===== src/rtl/adc_dsp_receiver.sv =====
// Codec ADC receiver for DSP-mode framing (LRP=1): oversamples BCLK, LRCLK and
// DATA on clk, deserialises a left/right word pair and hands it off with valid/ready.
module adc_dsp_receiver #(
    parameter int SAMPLE_WIDTH = 16,
    parameter int SYNC_STAGES  = 2
) (
    input  logic                    clk,
    input  logic                    reset,
    input  logic                    enable,
    input  logic                    BCLK,
    input  logic                    ADC_LR_CLK,
    input  logic                    ADC_DATA,
    output logic [SAMPLE_WIDTH-1:0] left_sample,
    output logic [SAMPLE_WIDTH-1:0] right_sample,
    output logic                    out_valid,
    input  logic                    out_ready,
    output logic                    overrun,
    output logic                    frame_err
);

    localparam int CNT_W = $clog2(SAMPLE_WIDTH + 1);
    localparam logic [CNT_W-1:0] LAST_BIT = CNT_W'(SAMPLE_WIDTH - 1);

    typedef enum logic [1:0] {
        WAIT_SYNC = 2'd0,
        LEFT      = 2'd1,
        RIGHT     = 2'd2
    } state_t;

    state_t                  state_r;
    logic [CNT_W-1:0]        bit_cnt_r;
    logic [SAMPLE_WIDTH-1:0] left_shift_r;
    logic [SAMPLE_WIDTH-2:0] right_shift_r;
    logic                    frame_err_r;

    logic [SYNC_STAGES-1:0]  bclk_sync_r;
    logic [SYNC_STAGES-1:0]  lr_sync_r;
    logic [SYNC_STAGES-1:0]  data_sync_r;
    logic                    bclk_d_r;
    logic                    lr_prev_r;

    logic [SAMPLE_WIDTH-1:0] left_sample_r;
    logic [SAMPLE_WIDTH-1:0] right_sample_r;
    logic                    out_valid_r;
    logic                    overrun_r;

    logic                    rise_s;
    logic                    lr_s;
    logic                    data_s;
    logic                    start_s;
    logic                    last_bit_s;
    logic                    frame_done_s;
    logic [SAMPLE_WIDTH-1:0] left_word_s;
    logic [SAMPLE_WIDTH-1:0] right_word_s;

    // Synchronizer chains for the three codec pins plus BCLK edge history.
    always_ff @(posedge clk or posedge reset) begin
        if (reset) begin
            bclk_sync_r <= {SYNC_STAGES{1'b0}};
            lr_sync_r   <= {SYNC_STAGES{1'b0}};
            data_sync_r <= {SYNC_STAGES{1'b0}};
            bclk_d_r    <= 1'b0;
        end else begin
            bclk_sync_r <= {bclk_sync_r[SYNC_STAGES-2:0], BCLK};
            lr_sync_r   <= {lr_sync_r[SYNC_STAGES-2:0], ADC_LR_CLK};
            data_sync_r <= {data_sync_r[SYNC_STAGES-2:0], ADC_DATA};
            bclk_d_r    <= bclk_sync_r[SYNC_STAGES-1];
        end
    end

    // Remembers the LRCLK level seen on the previous BCLK rise so only 0->1 markers start a frame.
    always_ff @(posedge clk or posedge reset) begin
        if (reset) begin
            lr_prev_r <= 1'b0;
        end else if (rise_s) begin
            lr_prev_r <= lr_s;
        end else begin
            lr_prev_r <= lr_prev_r;
        end
    end

    // Bit-rise decode and the word values as they will stand after this bit.
    always_comb begin
        rise_s       = bclk_sync_r[SYNC_STAGES-1] & ~bclk_d_r;
        lr_s         = lr_sync_r[SYNC_STAGES-1];
        data_s       = data_sync_r[SYNC_STAGES-1];
        start_s      = rise_s & lr_s & ~lr_prev_r & enable;
        last_bit_s   = (bit_cnt_r == LAST_BIT);
        left_word_s  = {left_shift_r[SAMPLE_WIDTH-2:0], data_s};
        right_word_s = {right_shift_r, data_s};
        if ((state_r == RIGHT) && rise_s && !lr_s && last_bit_s && enable) begin
            frame_done_s = 1'b1;
        end else begin
            frame_done_s = 1'b0;
        end
    end

    // Frame state machine: tracks position in the frame and assembles both words.
    always_ff @(posedge clk or posedge reset) begin
        if (reset) begin
            state_r       <= WAIT_SYNC;
            bit_cnt_r     <= {CNT_W{1'b0}};
            left_shift_r  <= {SAMPLE_WIDTH{1'b0}};
            right_shift_r <= {(SAMPLE_WIDTH-1){1'b0}};
            frame_err_r   <= 1'b0;
        end else begin
            frame_err_r <= 1'b0;
            if (!enable) begin
                state_r       <= WAIT_SYNC;
                bit_cnt_r     <= {CNT_W{1'b0}};
                left_shift_r  <= {SAMPLE_WIDTH{1'b0}};
                right_shift_r <= {(SAMPLE_WIDTH-1){1'b0}};
            end else if (rise_s) begin
                case (state_r)
                    WAIT_SYNC: begin
                        if (start_s) begin
                            state_r       <= LEFT;
                            bit_cnt_r     <= CNT_W'(1);
                            left_shift_r  <= {{(SAMPLE_WIDTH-1){1'b0}}, data_s};
                            right_shift_r <= {(SAMPLE_WIDTH-1){1'b0}};
                        end
                    end
                    LEFT, RIGHT: begin
                        if (lr_s) begin
                            // Early marker: the frame was truncated, this bit is a fresh left MSB.
                            frame_err_r   <= 1'b1;
                            state_r       <= LEFT;
                            bit_cnt_r     <= CNT_W'(1);
                            left_shift_r  <= {{(SAMPLE_WIDTH-1){1'b0}}, data_s};
                            right_shift_r <= {(SAMPLE_WIDTH-1){1'b0}};
                        end else if (state_r == LEFT) begin
                            left_shift_r <= left_word_s;
                            if (last_bit_s) begin
                                state_r   <= RIGHT;
                                bit_cnt_r <= {CNT_W{1'b0}};
                            end else begin
                                bit_cnt_r <= bit_cnt_r + CNT_W'(1);
                            end
                        end else begin
                            right_shift_r <= right_word_s[SAMPLE_WIDTH-2:0];
                            if (last_bit_s) begin
                                state_r   <= WAIT_SYNC;
                                bit_cnt_r <= {CNT_W{1'b0}};
                            end else begin
                                bit_cnt_r <= bit_cnt_r + CNT_W'(1);
                            end
                        end
                    end
                    default: begin
                        state_r   <= WAIT_SYNC;
                        bit_cnt_r <= {CNT_W{1'b0}};
                    end
                endcase
            end
        end
    end

    // Output holding registers with valid/ready handoff and overrun detection.
    always_ff @(posedge clk or posedge reset) begin
        if (reset) begin
            left_sample_r  <= {SAMPLE_WIDTH{1'b0}};
            right_sample_r <= {SAMPLE_WIDTH{1'b0}};
            out_valid_r    <= 1'b0;
            overrun_r      <= 1'b0;
        end else begin
            overrun_r <= 1'b0;
            if (frame_done_s) begin
                if (!out_valid_r || out_ready) begin
                    left_sample_r  <= left_shift_r;
                    right_sample_r <= right_word_s;
                    out_valid_r    <= 1'b1;
                end else begin
                    overrun_r <= 1'b1;
                end
            end else if (out_ready) begin
                out_valid_r <= 1'b0;
            end
        end
    end

    assign left_sample  = left_sample_r;
    assign right_sample = right_sample_r;
    assign out_valid    = out_valid_r;
    assign overrun      = overrun_r;
    assign frame_err    = frame_err_r;

endmodule


===== config.mk =====
export PLATFORM = sky130hd
export DESIGN_NAME = adc_dsp_receiver
export DESIGN_NICKNAME = d
export VERILOG_FILES = /design/src/rtl/adc_dsp_receiver.sv
export SDC_FILE = /design/constraint.sdc
export NUM_CORES = 1
export LEC_CHECK = 0
export ABC_AREA = 1
export ABC_CLOCK_PERIOD_IN_PS = 2550
export CAP_MARGIN = 20
export CORE_ASPECT_RATIO = 1.4
export CORE_MARGIN = 3
export CORE_UTILIZATION = 45
export DETAILED_ROUTE_END_ITERATION = 10
export GPL_TIMING_DRIVEN = 0
export PLACE_DENSITY = 0.63
export SETUP_SLACK_MARGIN = 0.4
export SLEW_MARGIN = 15
export SYNTH_ARGS = -nofsm -noshare
export SYNTH_HDL_FRONTEND = slang
export SYNTH_SLANG_ARGS = --single-unit

===== constraint.sdc =====
create_clock -name clk -period 2.55 [get_ports clk]
set_input_delay 0.255 -clock clk [delete_from_list [all_inputs] [get_ports clk]]
set_output_delay 0.255 -clock clk [all_outputs]
set_load 0.01 [all_outputs]

==> Yosys cells after proc, flatten, opt, wreduce, memory -nomap -nowiden <==
Cells that the tools add are included.
{ "totals": {"ff_bits": 81, "input_bits": 7, "output_inout_bits": 35, "elab_cells": 83} }
{ "classes": {"addsub": 1, "n_eq_ne": 10, "mux": 36, "n_bitwise": 6, "n_reduce_logical": 16} }
{ "ops": {"columns": ["operator", "n"], "rows": [
  ["two-way mux 16 bit", 5],
  ["two-way mux 15 bit", 5],
  ["one-hot mux 16 bit (2 select lines)", 1],
  ["one-hot mux 15 bit (2 select lines)", 1],
  ["two-way mux 5 bit", 5],
  ["two-way mux 2 bit", 7],
  ["inequality test 4 bit (second input constant)", 3],
  ["two-way mux 1 bit", 10],
  ["one-hot mux 5 bit (2 select lines)", 1],
  ["AND reduction 4 bit", 2],
  ["AND reduction 2 bit", 3],
  ["adder 5 x 1 -> 5 bit (second input constant)", 1],
  ["equality test 5 x 4 -> 1 bit (second input constant)", 1],
  ["AND 1 bit", 4],
  ["logical AND 1 bit", 4],
  ["inequality test 2 x 1 -> 1 bit (second input constant)", 2],
  ["one-hot mux 2 bit (2 select lines)", 1],
  ["inequality test 3 x 1 -> 1 bit (second input constant)", 1],
  ["inequality test 3 bit (second input constant)", 1],
  ["AND reduction 3 bit", 1],
  ["equality test 2 x 1 -> 1 bit (second input constant)", 1],
  ["equality test 2 bit (second input constant)", 1],
  ["logical NOT 1 bit", 2],
  ["logical NOT 2 bit", 1],
  ["other kinds (4)", 5]
]} }

==> Longest topological paths before layout <==
{ "depth": {"word_depth": 9, "mapped_depth": 10, "ltp_nobuf": 9} }

==> Worst setup path after synthesis <==
Ideal clock, no wire load.
{ "synth_timing": {"path_kind": "flip-flop to flip-flop", "start": "register state_r[0]", "end": "register right_shift_r[0]", "setup_ns": 0.116, "t_arrival_ns": 1.418, "required_ns": 2.434, "path_slack_ns": 1.016, "path_stages_with_launch": 11, "n_path_buf": 1, "period_less_slack_ns": 1.534, "cell_sequence": "dfrtp_1 -> inv_1 -> ha_1 -> inv_1 -> nand3_1 -> nand2_1 -> inv_1 -> nand2_2 -> buf_2 -> nand2_1 -> nand2_1"} }
{ "synth_via": {"elab_chain_len": 5, "word_cells_on_any_way": 11, "cone_classes": "eq/ne (5); mux (3); reduce/logical (3)"} }
{ "synth_lines": {"columns": ["element", "line_no", "text"], "rows": [
  ["start: declaration", "30", "state_t state_r;"],
  ["start signal: assignment", "101", "state_r <= WAIT_SYNC;"],
  ["start signal: assignment", "109", "state_r <= WAIT_SYNC;"],
  ["start signal: assignment", "117", "state_r <= LEFT;"],
  ["equality test 2 bit / equality test 2 x 1 -> 1 bit (equally long branches)", "114, 131", null],
  ["OR reduction 2 bit", "114", "case (state_r)"],
  ["one-hot mux 15 bit (2 select lines)", "114", null],
  ["two-way mux 15 bit", "113", "end else if (rise_s) begin"],
  ["two-way mux 15 bit", "108", "if (!enable) begin"],
  ["end signal: assignment", "104", "right_shift_r <= {(SAMPLE_WIDTH-1){1'b0}};"],
  ["end signal: assignment", "112", "right_shift_r <= {(SAMPLE_WIDTH-1){1'b0}};"],
  ["end signal: assignment", "120", "right_shift_r <= {(SAMPLE_WIDTH-1){1'b0}};"],
  ["end: declaration", "33", "logic [SAMPLE_WIDTH-2:0] right_shift_r;"]
]} }
Several ways; a longest one is shown, not always the timed one. The select of a mux whose other input is x is not followed.
A chain may end at the register's enable or synchronous reset.

==> Final worst setup path <==
{ "layout_timing": {"start": "register state_r[0]", "end": "register right_shift_r[8]"} }
Same word-level chain as after synthesis.

==> out/qor_table.md <==
| Item | This run |
|:---|:---|
| Multi-input gate area | 0.00129 sq mm |
| Critical Path Sink | right_shift_r[8] |
| Wire length on met3 | 215 um |
| CTS Buf Count | 9 |
| Final weighted congestion in routability-driven placement | 0.782 |
| Hold violation count in the final report | 0 |
| Most frequently used flop master after synthesis | sky130_fd_sc_hd__dfrtp_1 |
| Finish-stage setup viols | 0 |
| Inst Count DP | 547 |
| GRT Overall Usage | 0.176 |
| Placement row count | 38 |
| Crit path from | state_r[0] |
| Final clock period utilization by the worst path | 0.723 |
| X dimension of the die | 81.9 um |
| Clock Skew | 0.00784 ns |
| Number of nets produced by synthesis | 417 |
| Number of antenna violations at the first check in global routing | 0 |
| Finished Layout Cells | 563 |
| Number of distinct library cell variants in the gate-level netlist after synthesis | 24 |
| Transition time at the pin with the least slew margin | 0.337 ns |
| Final wirelength | 7120 um |
| Number of warning messages in the yosys log | 0 |
| Cell with the largest stage delay on the worst path | sky130_fd_sc_hd__dfrtp_1 |
| Setup CP Type | reg -> reg |
| Mean area per synthesized cell | 8.96 sq um |
| Count of unresolved DRC violations after routing | 0 |
| Top metal layer carrying routed signals | met4 |
| Status | completed |
| Routed wire length on met2 | 3640 um |
| Max Freq | 542 MHz |
| Number of enable-type register cells in the synthesized netlist | 0 |
| Worst hold-check slack | 0.175 ns |
| Buffering stage count on the worst path with inverters included | 4 |
| Mean routed wirelength per cell | 12.6 um |
| Boundary Pins | 42 |
| Total negative setup slack | 0 ns |
| Count of buffers added by post-CTS timing repair for setup | 0 |
| Startpoint Class | flop |
| Internal power consumption | 1.96 mW |
| Number of sinks handled by clock tree synthesis | 81 |
| Clock power share | 0.395 |
| Reg2Reg Setup Slack | 0.71 ns |
| Slew HR | 0.775 |
| Switching part of the total power | 0.254 |
| Leakage power | 2.10 nW |
| Type of the worst min-delay path | in -> reg |
| Clock Path Buffers | 2 |
| Clk pin slew, worst setup/hold paths | 0.08 ns |
| Count of buffers inserted at the top-level ports | 40 |
| Vias in the first global route | 2687 |
| Share of the synthesized area in the top cell type | 0.559 |
| Final-layout fill cell count | 731 |
| Detailed-route wire length on metal 1 | 3110 um |
| Crit-path cells | inv_1 > ha_1 > inv_1 > nand3_1 > nand2_1 > inv_1 > nand2_2 > buf_2 > nand2_1 > nand2_1 |
| Root buf cell | sky130_fd_sc_hd__clkbuf_8 |
| Number of cells upsized or downsized after cts | 0 |
| CTS tree | done |
| Cell depth of the worst setup path | 10 |
| Sequential power share | 0.505 |
| Initial core utilization | 0.465 |
| Largest driver fanout on the critical path | 10 |
| Pwr Total | 2.63 mW |
| Worst endpoint required time | 2.80 ns |
| Count of antenna diodes in the layout | 0 |
| RSZ-0062 raised after global routing | no |
| Minimum clock period | 1.84 ns |
| Number of maximum-capacitance violations | 0 |
| Cell accounting for the most synthesized area | sky130_fd_sc_hd__dfrtp_1 |
| Number of cells on the worst reg-to-reg path | 10 |
| Number of instances on the worst hold path | 3 |
| Number of standard cells after synthesis | 405 |
| DRT iter0 DRCs | 128 |
| Total vias in the final route | 2663 |
| Average via count per standard cell | 4.73 |
| Die height | 112 um |
| Switching power of the nets | 668 uW |
| First-pass GRT wire length | 12400 um |
| Syn Std Cell Area | 0.00363 sq mm |
| Placed wire-length estimate after detailed placement | 5130 um |
| Number of register bits inferred by synthesis | 81 |
| GRT overflow | 0 |
| Storage element area | 0.00203 sq mm |
| H-tree levels | 3 |
| Share of the yosys chip area belonging to registers | 0.559 |
| Pin count of the biggest net entering global routing | 37 |
| Clock latency on the worst-skew pair | 0.35 ns |
| Relative area change from synthesis to final layout | 21.8% |
| Worst Path Arrival | 2.09 ns |
| Share of final-layout standard cells stronger than drive strength 1 | 0.168 |
| FF-to-FF Start | state_r[0] |
| Power density over cell area | 595 mW/mm^2 |
| ANT nets after route | 0 |
| Worst IR Drop VDD | 319 uV |
| Reg-to-reg critical path endpoint | right_shift_r[8] |
| Die area | 0.00919 sq mm |
| Number of pins with negative max-slew slack in the final report | 0 |
| First-pass iteration count of the detailed router | 4 |
| Crit end category | flop |
| Post-synth ARST share | 1.00 |
| Synth top area cells | sky130_fd_sc_hd__dfrtp_1 (56%), sky130_fd_sc_hd__nand2_1 (13%), sky130_fd_sc_hd__o21ai_2 (7.7%) |
| Critical path's largest stage delay | 0.40 ns |
| Kind of cell with the highest combined delay on the critical path | buffers and inverters |
| Post-layout nets | 470 |
| Count of hold-fix buffers inserted at cts | 0 |
| Floorplan Core Area | 0.00780 sq mm |
| Portion of total power attributed to combinational logic | 0.101 |
-- sequential cells by signal, indices dropped and copies added (netlist names) --
register / flops
bclk_d_r: 1
bclk_sync_r: 2
bit_cnt_r: 5
data_sync_r: 2
frame_err: 1
left_sample: 16
left_shift_r: 16
lr_prev_r: 1
lr_sync_r: 2
out_valid: 1
overrun: 1
right_sample: 16
right_shift_r: 15
state_r: 2
-- layout by cell type (no fill, tap or decap), types with 2 or more instances in the layout --
cell type and count:
sky130_fd_sc_hd__bufinv_16 2, sky130_fd_sc_hd__nand3_2 2, sky130_fd_sc_hd__nand2_1 125, sky130_fd_sc_hd__nand3_1 39, sky130_fd_sc_hd__clkbuf_8 10, sky130_fd_sc_hd__clkdlybuf4s50_1 40
sky130_fd_sc_hd__nand2_2 3, sky130_fd_sc_hd__clkinv_2 2, sky130_fd_sc_hd__dfrtp_1 81, sky130_fd_sc_hd__buf_2 11, sky130_fd_sc_hd__buf_6 6, sky130_fd_sc_hd__o21ai_0 2
sky130_fd_sc_hd__buf_12 2, sky130_fd_sc_hd__inv_2 2, sky130_fd_sc_hd__nor2_1 38, sky130_fd_sc_hd__inv_1 46, sky130_fd_sc_hd__o21ai_2 32, sky130_fd_sc_hd__nand4_1 2
sky130_fd_sc_hd__ha_1 5
-- power by group through the flow --
stage | Clock [mW] | Combinational, mW | Sequential [mW]
2_1_floorplan | 0 | 0.186 | 1.35
3_3_place_gp | 0 | 0.256 | 1.35
3_5_place_dp | 0 | 0.268 | 1.35
4_1_cts | 1.07 | 0.269 | 1.33
5_1_grt | 1.13 | 0.302 | 1.33
6_report | 1.04 | 0.264 | 1.33
-- layer usage --
| metal | GRT usage | vias up |
|---|---|---|
| met5 | 0 | - |
| met1 | 0.216 | 1255 |
| met3 | 0.0433 | 9 |
| met4 | 0.0754 | 0 |
| li1 | - | 1358 |
| met2 | 0.289 | 41 |
-- final cells by class --
cell class / count / share of cell area
Sequential cell: 81 / 0.459
Multi-Input combinational cell: 257 / 0.291
Timing Repair Buffer: 42 / 0.0997
Inverter: 49 / 0.0425
Clock buffer: 11 / 0.0320
Buffer: 18 / 0.0295
Tap cell: 100 / 0.0283
Clock inverter: 5 / 0.0178
-- per-stage QoR --
| stage | util | worst slack [ns] | instance area, sq um |
|---|---|---|---|
| floorplan | - | 1.02 | 3630 |
| global placement | 0.533 | 0.438 | 4160 |
| detailed placement | 0.538 | 0.703 | 4200 |
| CTS | 0.566 | 0.691 | 4420 |
| global route | 0.566 | 0.523 | 4420 |
| finish | 0.566 | 0.706 | 4420 |
-- worst reg2reg max path, delay by kind of cell, from the launching register on --
kind | cells | cell delay [ns]
flops | 1 | 0.40
simple gates | 5 | 0.44
fa+ha+maj | 1 | 0.34
buf+inv | 4 | 0.56
-- cells in the mapped netlist, types with 3 or more instances --
master,n
sky130_fd_sc_hd__buf_6,6
sky130_fd_sc_hd__nor2_1,38
sky130_fd_sc_hd__nand3_1,39
sky130_fd_sc_hd__nand2_2,3
sky130_fd_sc_hd__dfrtp_1,81
sky130_fd_sc_hd__inv_1,47
sky130_fd_sc_hd__ha_1,5
sky130_fd_sc_hd__buf_2,11
sky130_fd_sc_hd__nand2_1,125
sky130_fd_sc_hd__o21ai_2,32
-- worst min-delay path by stage --
stage,from,endpoint,slack [ns]
floorplan,BCLK,bclk_sync_r[0],0.29
global placement,lr_sync_r[0],lr_sync_r[1],0.33
CTS,enable,frame_err,0.16
finish,enable,frame_err,0.17
global route,enable,frame_err,0.17
detailed placement,bclk_sync_r[0],bclk_sync_r[1],0.33
-- cell families (layout without fill, tap and decap cells) --
logic type,Yosys count,in the layout,synth area share
AND/OR/NAND/NOR,214,214,0.250
flip-flops,81,81,0.559
buffers and inverters,67,125,0.0866
AO/OA/AOI/OAI,38,38,0.0869
adder cells (fa/ha/maj),5,5,0.0172
No activity file was read; power rests on OpenSTA's default activity.
